--- src/rtl/uart_pkg.sv ---
// Shared UART definitions: FSM state encodings and the default bit timing used by
// both the transmitter and receiver.
package uart_pkg;

    localparam int unsigned CLKS_PER_BIT = 87;

    typedef enum logic [2:0] {
        s_idle         = 3'd0,
        s_tx_start_bit = 3'd1,
        s_tx_data_bits = 3'd2,
        s_tx_stop_bit  = 3'd3,
        s_cleanup      = 3'd4
    } uart_state_e;

endpackage

--- src/rtl/uart_tx.sv ---
// 8N1 UART transmitter: one start bit, eight data bits LSB-first, one stop bit.
// All outputs come straight from flops.
module uart_tx
    import uart_pkg::*;
#(
    parameter int unsigned clks_per_bit = CLKS_PER_BIT,
    parameter int unsigned CNT_W        = 16
) (
    input  logic       i_clock,
    input  logic       i_rst_n,
    input  logic       i_tx_dv,
    input  logic [7:0] i_tx_byte,
    output logic       o_tx_serial,
    output logic       o_tx_active,
    output logic       o_tx_done
);

    localparam logic [CNT_W-1:0] LAST_CNT = CNT_W'(clks_per_bit - 1);

    uart_state_e      state_q, state_d;
    logic [CNT_W-1:0] cnt_q, cnt_d;
    logic [2:0]       idx_q, idx_d;
    logic [7:0]       data_q, data_d;
    logic             serial_q, serial_d;
    logic             active_q, active_d;
    logic             done_q, done_d;

    always_ff @(posedge i_clock or negedge i_rst_n) begin
        if (!i_rst_n) begin
            state_q  <= s_idle;
            cnt_q    <= '0;
            idx_q    <= '0;
            data_q   <= '0;
            serial_q <= 1'b1;
            active_q <= 1'b0;
            done_q   <= 1'b0;
        end else begin
            state_q  <= state_d;
            cnt_q    <= cnt_d;
            idx_q    <= idx_d;
            data_q   <= data_d;
            serial_q <= serial_d;
            active_q <= active_d;
            done_q   <= done_d;
        end
    end

    // serial_d is the value for the *next* cycle, so bit boundaries preload the next bit.
    always_comb begin
        state_d  = state_q;
        cnt_d    = cnt_q;
        idx_d    = idx_q;
        data_d   = data_q;
        serial_d = serial_q;
        active_d = active_q;
        done_d   = 1'b0;

        case (state_q)
            s_idle: begin
                serial_d = 1'b1;
                cnt_d    = '0;
                idx_d    = '0;
                if (i_tx_dv) begin
                    data_d   = i_tx_byte;
                    active_d = 1'b1;
                    serial_d = 1'b0;
                    state_d  = s_tx_start_bit;
                end
            end

            s_tx_start_bit: begin
                serial_d = 1'b0;
                if (cnt_q < LAST_CNT) begin
                    cnt_d = cnt_q + 1'b1;
                end else begin
                    cnt_d    = '0;
                    idx_d    = '0;
                    serial_d = data_q[0];
                    state_d  = s_tx_data_bits;
                end
            end

            s_tx_data_bits: begin
                serial_d = data_q[idx_q];
                if (cnt_q < LAST_CNT) begin
                    cnt_d = cnt_q + 1'b1;
                end else begin
                    cnt_d = '0;
                    if (idx_q < 3'd7) begin
                        idx_d    = idx_q + 3'd1;
                        serial_d = data_q[idx_q + 3'd1];
                    end else begin
                        idx_d    = '0;
                        serial_d = 1'b1;
                        state_d  = s_tx_stop_bit;
                    end
                end
            end

            s_tx_stop_bit: begin
                serial_d = 1'b1;
                if (cnt_q < LAST_CNT) begin
                    cnt_d = cnt_q + 1'b1;
                end else begin
                    cnt_d    = '0;
                    done_d   = 1'b1;
                    active_d = 1'b0;
                    state_d  = s_cleanup;
                end
            end

            s_cleanup: begin
                serial_d = 1'b1;
                state_d  = s_idle;
            end

            default: begin
                serial_d = 1'b1;
                active_d = 1'b0;
                cnt_d    = '0;
                idx_d    = '0;
                state_d  = s_idle;
            end
        endcase
    end

    assign o_tx_serial = serial_q;
    assign o_tx_active = active_q;
    assign o_tx_done   = done_q;

endmodule
--- config.mk ---
export PLATFORM = sky130hd
export DESIGN_NAME = uart_tx
export DESIGN_NICKNAME = d
export VERILOG_FILES = /design/src/rtl/uart_pkg.sv /design/src/rtl/uart_tx.sv
export SDC_FILE = /design/constraint.sdc
export NUM_CORES = 1
export LEC_CHECK = 0
export ABC_AREA = 1
export BUFFER_PORTS_ARGS = -buffer_cell sky130_fd_sc_hd__buf_2
export CAP_MARGIN = 20
export CORE_ASPECT_RATIO = 1.75
export CORE_MARGIN = 3
export CORE_UTILIZATION = 45
export DETAILED_ROUTE_END_ITERATION = 16
export MAX_ROUTING_LAYER = met4
export PLACE_DENSITY = 0.66
export SYNTH_ARGS = -nofsm -noshare
export SYNTH_HDL_FRONTEND = slang
export SYNTH_SLANG_ARGS = --single-unit
--- constraint.sdc ---
create_clock -name i_clock -period 1.8 [get_ports i_clock]
set_clock_uncertainty 0.2 [all_clocks]
set_input_delay 0.18 -clock i_clock [delete_from_list [all_inputs] [get_ports i_clock]]
set_output_delay 0.18 -clock i_clock [all_outputs]
set_load 0.1 [all_outputs]
# [Word level (Yosys, flattened, before mapping)]
# Index checks and enable logic that the tools add are counted.
[word_totals] output_inout_bits=3 elab_cells=58 in_bits=11 reg_bits=33
[classes] n_addsub=2 eq_ne=9 n_lt_le_gt_ge=4 bitwise=2 n_reduce_logical=8 muxes=26
[op_table] operator="$pmux 16 s2" n=1
[op_table] operator="$mux 3" n=8
[op_table] operator="$add 16x1->16 const B" n=1
[op_table] operator="$lt 16x7->1 const B" n=1
[op_table] operator="$mux 16" n=1
[op_table] operator="$pmux 3 s4" n=1
[op_table] operator="$mux 1" n=10
[op_table] operator="$ne 2x2->1 const B" n=5
[op_table] operator="$pmux 3 s3" n=1
[op_table] operator="$lt 3x4->1 const B" n=2
[op_table] operator="$bmux 1 s3" n=2
[op_table] operator="$eq 3x2->1 const B" n=2
[op_table] operator="$pmux 1 s3" n=2
[op_table] operator="$reduce_and 3->1" n=2
[op_table] operator="$reduce_or 3->1" n=2
[op_table] operator="$reduce_and 5->1" n=1
[op_table] operator="$add 3x1->3 const B" n=1
[op_table] operator="$eq 3x1->1 const B" n=1
[op_table] operator="$eq 3x3->1 const B" n=1
[op_table] operator="$logic_not 3->1" n=1
[op_table] operator="$lt 3x3->1 const B" n=1
[op_table] operator="$not 1->1" n=2
[op_table] operator="$reduce_and 2->1" n=1
[op_table] operator="$reduce_or 2->1" n=1

# [Depth between registers and ports, before layout]
# Gate-level depths: netlist (run 1).
[logic_depth] depth_word=6 depth_mapped=9 depth_no_buf=9

# [Least setup slack after synthesis (run 1)]
# OpenSTA, ideal clock, no wires.
[synth_timing] path_kind="reg-to-reg" from="register o_tx_active (netlist name)" to="register active_q, in the netlist o_tx_active" setup_slack_ns=0.361 setup_ns=0.069 arrival_time_ns=1.169 path_buffers=0 required_time_ns=1.531 path_stages_with_launch=3 synth_period_minus_slack_ns=1.439 cell_sequence="dfrtp_1 -> o21ai_0 -> nand2_1"
[synth_lines] element="end signal, assigned" line_no="uart_tx.sv:43" rtl="active_q <= active_d;"
[synth_lines] element="end, declared" line_no="uart_tx.sv:25" rtl="logic active_q, active_d;"

# [Final worst setup path (run 1)]
[layout_timing] from="register idx_q[1]" to="register serial_q, in the netlist o_tx_serial"
[layout_via] elab_chain_len=6 word_cells_on_any_way=9 classes_between="add/sub: 1; order compare: 1; mux: 7"
[layout_lines] element="start, declared" line_no="uart_tx.sv:22" rtl="logic [2:0] idx_q, idx_d;"
[layout_lines] element="start signal, assigned" line_no="uart_tx.sv:40" rtl="idx_q <= idx_d;"
[layout_lines] element="$add 3x1->3" line_no="uart_tx.sv:91" rtl="serial_d = data_q[idx_q + 3'd1];"
[layout_lines] element="$bmux 1 s3" line_no="uart_tx.sv:91"
[layout_lines] element="$mux 1 (implied by the code)" line_no="uart_tx.sv:91"
[layout_lines] element="$mux 1" line_no="uart_tx.sv:89" rtl="if (idx_q < 3'd7) begin"
[layout_lines] element="$mux 1 (*)" line_no="uart_tx.sv:85" rtl="if (cnt_q < LAST_CNT) begin"
[layout_lines] element="$pmux 1 s3 (*)" line_no="uart_tx.sv:58" rtl="case (state_q)"
[layout_lines] element="via serial_d" line_no="uart_tx.sv:24" rtl="logic serial_q, serial_d;"
[layout_lines] element="end signal, assigned" line_no="uart_tx.sv:42" rtl="serial_q <= serial_d;"
[layout_lines] element="end, declared" line_no="uart_tx.sv:24"
# The timed path passes the listed nets; every way through them passes the cells marked *. The select of a mux whose other input is x is not followed.
# A chain may end at the register's enable or synchronous reset.

==> results of run 1 <==
[power breakdown]
part	internal (W)	total, W	switching (W)
clock	0.000303	0.000550	0.000247
combinational	0.000359	0.00112	0.000757
sequential	0.000931	0.00108	0.000150
total	0.00159	0.00275	0.00115
[worst max-delay path by stage]
| stage | start | endpoint | slack, ns | cells past startpoint |
|---|---|---|---|---|
| after floorplan | o_tx_active | o_tx_active | 0.36 | 2 |
| after global placement | idx_q[0] | o_tx_serial | 0.16 | 8 |
| after detailed placement | idx_q[0] | o_tx_serial | 0.18 | 8 |
| after CTS | idx_q[0] | o_tx_serial | 0.16 | 8 |
| after global routing | idx_q[1] | o_tx_serial | 0.03 | 8 |
| final | idx_q[1] | o_tx_serial | 0.21 | 8 |
[per-layer routing]
metal / up-vias / share of wire [%] / global-route usage (%)
met1: 641 / 40 / 18.0
met2: 17 / 55 / 30.9
met5: - / 0 / -
met4: 0 / 2.1 / 8.14
met3: 7 / 3.1 / 4.29
li1: 735 / - / -
[state kept, by name (all words and copies together), names as in the netlist]
| signal | count |
|---|---|
| o_tx_serial | 1 |
| cnt_q | 16 |
| data_q | 8 |
| o_tx_done | 1 |
| o_tx_active | 1 |
| idx_q | 3 |
| state_q | 3 |
[Yosys cell counts]
library cell	n
nand4_1	2
dfrtp_1	32
buf_6	2
o22ai_1	4
buf_2	2
dfstp_2	1
nand3_1	28
nand2_2	3
nor2_1	22
nor3_1	2
inv_2	1
nand2_4	1
nor2_2	1
o21ai_0	9
o21a_1	1
clkbuf_2	1
xnor2_1	1
a21oi_2	2
xor2_1	5
nor2_4	3
a21oi_1	3
ha_1	2
nand2_1	56
inv_1	31
o21ai_1	2
[layout by cell type (no fill, tap or decap), drive strengths merged]
master and instances:
a21oi 5, o21a 1, o22ai 4, o21ai 11
dfstp 1, dfrtp 32, nand3 28, xnor2 1
ha 2, buf 17, xor2 5, clkbuf 7
nand4 2, nor3 2, nor2 26, inv 32
nand2 60, dlygate4sd3 9
[cells by family (layout without fill, tap and decap cells)]
family          count (synthesis)  in the layout
fa+ha+maj                       2              2
flops                          33             33
compound gates                 21             21
xor+xnor                        6              6
simple gates                  118            118
buf+inv                        37             65
[what timing repair did]
item / CTS / global route
endpoints found under the setup margin: 0 / 1
hold buffers: 9 / 0
resized for setup: 0 / 1
endpoints found under the hold margin: 40 / 0
[through the flow]
stage               setup WS [ns]  util [%]  instances  cell area (um^2)  total power [W]
floorplan                   0.361         -        217              1710          0.00195
global placement            0.158      50.2        275              1820          0.00220
detailed placement          0.177      50.2        275              1820          0.00220
CTS                         0.163      55.1        291              2000          0.00278
global route               0.0268      55.1        291              2000          0.00298
finish                      0.205      55.1        291              2000          0.00275
[layout make-up]
cell class | count | area [um^2] | share of cell area, %
flip-flops and latches | 33 | 828 | 41.4
multi-input cells | 147 | 723 | 36.1
repair buffers | 26 | 185 | 9.26
inverters | 32 | 120 | 6.00
clock buffers | 7 | 86.3 | 4.32
well taps | 46 | 57.6 | 2.88
[critical path, cell delays in order, from the launching register on]
cell and delay, ns:
dfrtp_1 0.45, ha_1 0.35, inv_1 0.12, nand3_1 0.08
nand3_1 0.08, nand2_1 0.06, nand3_1 0.06, nand3_1 0.07
nand2_1 0.06
==> impl_metrics.yaml, run 1 <==
outcome:
  status: "finished, final reports clean"
hold_path:
  min_path_cells: 4
  whs_endpoint: "state_q[0]"
  hp-start: "i_tx_dv"
  hold_class: "in2reg"
layout:
  syn_to_final_growth_pct: 17.1
  nFillCells: 347
  n_antenna_cell: 0
  fin_nets: 258
  final_layout_size_suffix_gt1_share_pct: 14.7
critical_path:
  crit_arrival_ns: 1.62
  path_class: "reg2reg"
  timing.rr.start: "idx_q[1]"
  critPathMaxFanout: 6
  required_ns: 1.83
  rrSetupSlack_ns: 0.21
  cp-start-kind: "flip-flop"
  r2r_end: "o_tx_serial"
  end_kind: "flip-flop"
  ff2ff_path_depth: 8
logic_synthesis:
  ys_ff_latch: 33
  synth_fp_nets: 230
  synthAdderAreaFrac_pct: 1.47
  synth_simple_gate_area_share_pct: 30.8
  yosys.area.top_type: "dfrtp_1"
  synth_cell_types: 25
  syn_area_um2: 1710
  muxShareOfSynthArea_pct: 0
  synth_xor_area_share_pct: 3.08
  synth_top_family_by_area: "simple AND/OR/NAND/NOR gates"
  synthCells: 217
  synthTopCellsByArea: "dfrtp_1 47%, nand2_1 12%, nand3_1 8.2%"
  syn_area_per_cell_um2: 7.87
  synth.top_cell.area_share_pct: 46.9
  synth_compound_area_share_pct: 7.03
  ys_seq_area_share_pct: 48.4
  ys_warn_count: 0
power:
  power_density_nw_per_um2: 1370
  p_leak_nw: 0.992
  ir_worst_vdd_mv: 0.927
floorplan:
  dieArea_um2: 4600
  ios: 14
  fp.dieH_um: 87.5
  start_util_pct: 47.1
  dieWidth_um: 52.6
  core_area_um2: 3630
  placementRows: 29
routing:
  via_per_inst: 4.81
  firstDrtPassIters: 4
  vias: 1400
  drt_wl_total_mm: 3.37
  drcViolationCount: 0
  drtAntennaViolNets: 0
  wl_per_cell_um: 11.6
  dr.first_iter.drc_count: 36
timing:
  post-route-period-util_pct: 88.6
  finalHoldViolCount: 0
  fmax_mhz: 627
  relSlewSlack_pct: 67.9
  min_period_ns: 1.59
  rsz0062_at_grt: "no"
  finalSetupViolations: 0
  slew_viol_final: 0
  whs_ns: 0.124
  tightest_slew_ns: 0.484
  setup_tns_ns: 0
cts:
  h-tree-depth: 2
  clock_latency_ns: 0.28
  clockRootBuffer: "clkbuf_8"
  cts_buffers: 5
  clockBufferDepth: 2
  clock_sinks: 33
  cts_setup_buffers: 0
  clkSlewWorstSetupHoldPaths_ns: 0.07
  cts_tree: "built"
placement:
  io_buffers: 13
  globalplace.congestion: 0.849
  hpwl_mm: 2.46
global_route:
  track_usage_pct: 17.7
  grt_pass1_wl_mm: 5.91
  antenna_found_initial: 0
  grt_overflow: 0
  grt_pass1_vias: 1410
  grt_max_degree: 34
job:
  cap_violations: 0
(Power assumes the default switching activity.)
==> inputs of run 2 (changes only) <==
--- a/config.mk
+++ b/config.mk
@@ -9,8 +9,8 @@
 export BUFFER_PORTS_ARGS = -buffer_cell sky130_fd_sc_hd__buf_2
 export CAP_MARGIN = 20
 export CORE_ASPECT_RATIO = 1.75
-export CORE_MARGIN = 3
 export CORE_UTILIZATION = 45
+export CTS_CLUSTER_DIAMETER = 120
 export DETAILED_ROUTE_END_ITERATION = 16
 export MAX_ROUTING_LAYER = met4
 export PLACE_DENSITY = 0.66
==> run 2 against run 1 <==
  * Total power decreased by 0.73%
  * Cell count increased by 0.34%
  * First-iteration DRC count decreased by 19%
  * Core utilization increased by 0.21 points
  * Clock power decreased by 5.5%
  * Non-clock buffer count unchanged
  * Fmax decreased by 2.8%
  * Setup slack got worse by 0.046 ns
  * Sequential share of layout area decreased by 0.22 points
  * Global-route usage increased by 2.3 points
  * Critical endpoint unchanged
  * Highest routed layer unchanged
==> impl_metrics.yaml, run 2 (synthesis results as in run 1) <==
outcome:
  status: "finished, final reports clean"
timing:
  tightest_slew_ns: 0.486
  relSlewSlack_pct: 67.9
  finalHoldViolCount: 0
  setup_tns_ns: 0
  min_period_ns: 1.64
  rsz0062_at_grt: "no"
  slew_viol_final: 0
  fmax_mhz: 610
  post-route-period-util_pct: 91.1
  finalSetupViolations: 0
global_route:
  grt_pass1_vias: 1417
  antenna_found_initial: 0
  grt_pass1_wl_mm: 5.91
  grt_max_degree: 34
  grt_overflow: 0
  track_usage_pct: 20.0
power:
  power_density_nw_per_um2: 1360
  p_int_w: 0.00156
  clock_power_share_pct: 19.1
  p_leak_nw: 0.998
  pwr-share-seq_pct: 39.9
  combPwrFrac_pct: 41.1
  swShare_pct: 42.8
  ir_worst_vdd_mv: 1.03
  p_switching_w: 0.00117
floorplan:
  ios: 14
  core_area_um2: 3630
  start_util_pct: 47.1
  fp.dieH_um: 83.5
  dieWidth_um: 48.6
  placementRows: 29
  dieArea_um2: 4060
critical_path:
  crit_arrival_ns: 1.66
  end_kind: "flip-flop"
  path_class: "reg2reg"
  critPathMaxFanout: 8
  cp-start-kind: "flip-flop"
  required_ns: 1.82
placement:
  dp.cells: 275
  io_buffers: 13
  globalplace.congestion: 0.809
  hpwl_mm: 2.49
routing:
  drtAntennaViolNets: 0
  firstDrtPassIters: 4
  via_per_inst: 4.83
  vias: 1411
  drt_wl_total_mm: 3.44
  wl_per_cell_um: 11.8
  dr.first_iter.drc_count: 29
  drcViolationCount: 0
cts:
  h-tree-depth: 2
  cts_buffers: 5
  cts_tree: "built"
  cts_resized: 0
  clockBufferDepth: 2
  clock_latency_ns: 0.28
  clkSlewWorstSetupHoldPaths_ns: 0.07
  clockRootBuffer: "clkbuf_8"
  clock_sinks: 33
layout:
  n_antenna_cell: 0
  regMostFlops: "cnt_q"
  fin_nets: 258
  final_cells: 292
  largest_reg_flops: 16
  syn_to_final_growth_pct: 17.6
  top_regs: "cnt_q: 16 flops, data_q: 8 flops"
  layout_commonest_cell: "nand2_1"
  final_layout_size_suffix_gt1_share_pct: 14.6
  final_cell_mix: "56 x nand2_1, 32 x dfrtp_1, 31 x inv_1"
job:
  cap_violations: 0
hold_path:
  hold_class: "in2reg"
run 2: cell types whose count changed in the layout (fill, tap and decap cells not counted), sizes merged:
cell    delta
clkinv     +2
clkbuf     -1
run 2: power by group through the flow:
stage | combinational, W | sequential, W | clock [W]
floorplan | 0.000730 | 0.00122 | 0
global placement | 0.00111 | 0.00110 | 0
detailed placement | 0.00111 | 0.00110 | 0
CTS | 0.00113 | 0.00109 | 0.000548
global route | 0.00128 | 0.00111 | 0.000576
finish | 0.00112 | 0.00109 | 0.000520
run 2: path summary, 6_finish.rpt:
| path | slack [ns] | end | start | depth (start not counted) |
|---|---|---|---|---|
| min reg2reg | 0.29 | cnt_q[14] | cnt_q[14] | 2 |
| min in group asynchronous | 0.17 | data_q[7] | i_rst_n | 3 |
| max in group asynchronous | 0.97 | o_tx_serial | i_rst_n | 3 |
| max reg2reg | 0.16 | o_tx_serial | idx_q[0] | 8 |
| min | 0.10 | o_tx_active | i_tx_dv | 5 |
| max | 0.16 | o_tx_serial | idx_q[0] | 8 |
run 2: per-layer routing:
layer  share of wire, %  vias up  wire, um  GRT usage [%]
met4                2.6        0        88           12.0
met3                2.6        7        91           4.37
met1                 41      644      1400           17.9
li1                   -      739         -              -
met5                  0        -         0              -
met2                 54       21      1860           37.0
run 2: critical path, stage by stage (launching register included):
cell	delay [ns]
dfrtp_1	0.46
ha_1	0.37
inv_1	0.12
nand3_1	0.09
nand3_1	0.08
nand2_1	0.06
nand3_1	0.06
nand3_1	0.08
nand2_1	0.07
run 2: what timing repair did:
item,CTS,global route
hold endpoints to repair,41,0
buffers inserted,0,0
hold buffers,9,0
run 2: layout make-up:
type	count	area, um^2
clock buffers	6	72.6
well taps	46	57.6
flip-flops and latches	33	827
multi-input cells	147	723
fillers	354	1620
inverters	32	120
clock inverters	2	10.0
repair buffers	26	198
run 2: metrics by stage:
step / power (W) / utilization (%) / setup slack [ns] / cell area (um^2) / hold slack (ns)
6_report: 0.00273 / 55.3 / 0.159 / 2010 / 0.101
3_5_place_dp: 0.00221 / 50.6 / 0.157 / 1840 / -0.0504
3_3_place_gp: 0.00221 / 50.6 / 0.155 / 1840 / -0.0485
2_1_floorplan: 0.00195 / - / 0.361 / 1710 / -0.316
5_1_grt: 0.00296 / 55.3 / 0.0318 / 2010 / 0.115
4_1_cts: 0.00277 / 55.3 / 0.131 / 2010 / 0.0837
==> inputs of run 3 (changes only) <==
--- a/config.mk
+++ b/config.mk
@@ -8,12 +8,14 @@
 export ABC_AREA = 1
 export BUFFER_PORTS_ARGS = -buffer_cell sky130_fd_sc_hd__buf_2
 export CAP_MARGIN = 20
+export CELL_PAD_IN_SITES_DETAIL_PLACEMENT = 1
+export CELL_PAD_IN_SITES_GLOBAL_PLACEMENT = 1
 export CORE_ASPECT_RATIO = 1.75
-export CORE_UTILIZATION = 45
+export CORE_UTILIZATION = 43
 export CTS_CLUSTER_DIAMETER = 120
 export DETAILED_ROUTE_END_ITERATION = 16
 export MAX_ROUTING_LAYER = met4
-export PLACE_DENSITY = 0.66
+export PLACE_DENSITY = 0.8
 export SYNTH_ARGS = -nofsm -noshare
 export SYNTH_HDL_FRONTEND = slang
 export SYNTH_SLANG_ARGS = --single-unit
==> run 3 against run 2 <==
  * Sequential power about the same
  * Flip-flop and latch count unchanged
  * Largest cell class unchanged
  * Die area up 4.5%
  * First-iteration DRC count up 3.4%
  * Register-to-register slack about the same
  * Total power up 11%
  * Routed wire length up 26%
  * Critical path depth unchanged
  * Core utilization down 1.6 points
  * Via count up 6.2%
  * Setup slack worse by 0.0012 ns
  * Non-clock buffer count unchanged
==> impl_metrics.yaml, run 3 (synthesis results as in run 1) <==
timing:
  finalSetupViolations: 0
  fmax_mhz: 609
  relSlewSlack_pct: 66.5
  finalHoldViolCount: 0
  rsz0062_at_grt: "no"
  slew_viol_final: 0
  post-route-period-util_pct: 91.2
  tightest_slew_ns: 0.506
  whs_ns: 0.0711
  setup_tns_ns: 0
  min_period_ns: 1.64
layout:
  n_antenna_cell: 0
  final_cells: 294
  final_layout_size_suffix_gt1_share_pct: 14.6
  syn_to_final_growth_pct: 20.4
  final_cell_mix: "56 x nand2_1, 32 x dfrtp_1, 31 x inv_1"
  stdcell_area_um2: 2060
  layout_commonest_cell: "nand2_1"
  fin_nets: 258
  regMostFlops: "cnt_q"
  largest_reg_flops: 16
  top_regs: "cnt_q: 16 flops, data_q: 8 flops"
power:
  p_leak_nw: 1.02
  ir_worst_vdd_mv: 1.01
  power_density_nw_per_um2: 1470
floorplan:
  start_util_pct: 44.6
  dieArea_um2: 4240
  placementRows: 30
  ios: 14
  core_area_um2: 3830
  dieWidth_um: 49.6
  fp.dieH_um: 85.4
cts:
  cts_buffers: 5
  clock_sinks: 33
  clock_latency_ns: 0.29
  h-tree-depth: 2
  cts_tree: "built"
  clkSlewWorstSetupHoldPaths_ns: 0.07
  clockBufferDepth: 2
  cts_resized: 0
  clockRootBuffer: "clkbuf_8"
outcome:
  status: "finished, final reports clean"
critical_path:
  end_kind: "flip-flop"
  path_class: "reg2reg"
  ff2ff_path_depth: 8
  required_ns: 1.83
  critPathMaxFanout: 8
  crit_arrival_ns: 1.67
  r2r_end: "o_tx_serial"
  rrSetupSlack_ns: 0.16
  cp-start-kind: "flip-flop"
  timing.rr.start: "idx_q[0]"
routing:
  drtAntennaViolNets: 0
  via_per_inst: 5.10
  met1_length_mm: 1.62
  dr.first_iter.drc_count: 30
  wl_per_cell_um: 14.8
  route.met3.wl_um: 70
  drcViolationCount: 0
  drt_wl_total_mm: 4.35
  firstDrtPassIters: 4
  vias: 1499
  topRoutingLayerUsed: "met4"
  route.met2.wl_mm: 2.55
hold_path:
  min_path_cells: 5
  hp-start: "i_tx_dv"
  whs_endpoint: "o_tx_active"
  hold_class: "in2reg"
global_route:
  grt_pass1_vias: 1635
  grt_pass1_wl_mm: 7.59
  grt_overflow: 0
  grt_max_degree: 34
  antenna_found_initial: 0
  track_usage_pct: 24.9
placement:
  hpwl_mm: 2.99
  globalplace.congestion: 0.766
  io_buffers: 13
  dp.cells: 276
  dpl_cell_area_um2: 1830
job:
  cap_violations: 0
==> run 3: cell type report <==
class / instances / area [um^2]
multi-input cells: 147 / 723
repair buffers: 26 / 210
well taps: 48 / 60.1
inverters: 32 / 120
clock buffers: 7 / 86.3
flip-flops and latches: 33 / 827
fillers: 498 / 1770
clock inverters: 1 / 30.0
==> run 3: metrics by stage <==
step	setup WS, ns	total power, W	utilization [%]
2_1_floorplan	0.361	0.00195	-
3_3_place_gp	0.163	0.00221	47.8
3_5_place_dp	0.140	0.00224	47.8
4_1_cts	0.0961	0.00301	53.2
5_1_grt	0.0280	0.00324	53.7
6_report	0.158	0.00302	53.7
==> run 3: worst max path at each step <==
stage                      from     endpoint  slack [ns]  cells after the start
floorplan           o_tx_active  o_tx_active        0.36                      2
global placement     state_q[1]  o_tx_serial        0.16                      6
detailed placement   state_q[1]  o_tx_serial        0.14                      6
CTS                  state_q[1]  o_tx_serial         0.1                      6
global route         state_q[2]   state_q[1]        0.03                      8
finish                 idx_q[0]  o_tx_serial        0.16                      8
==> run 3: metal layers <==
metal  vias to the layer above  global-route usage, %
met4                         0                   10.9
met3                         8                   3.76
met2                        18                   45.7
li1                        738                      -
met1                       735                   25.1
met5                         -                      -
==> run 3: timing repair <==
action,in CTS,in global routing
hold buffers,9,0
endpoints found under the setup margin,0,2
setup buffers,0,1
endpoints found under the hold margin,41,0
==> run 3: worst max-delay path, cell delays in order (launching register included) <==
cell and delay (ns):
dfrtp_1 0.48, ha_1 0.37, inv_1 0.12, nand3_1 0.09
nand3_1 0.07, nand2_1 0.05, nand3_1 0.06, nand3_1 0.07
nand2_1 0.07
==> run 3: where the power goes <==
part | internal, W | leakage [nW] | switching [W]
clock network | 0.000451 | 0.0585 | 0.000277
registers | 0.000929 | 0.435 | 0.000161
logic | 0.000383 | 0.521 | 0.000814
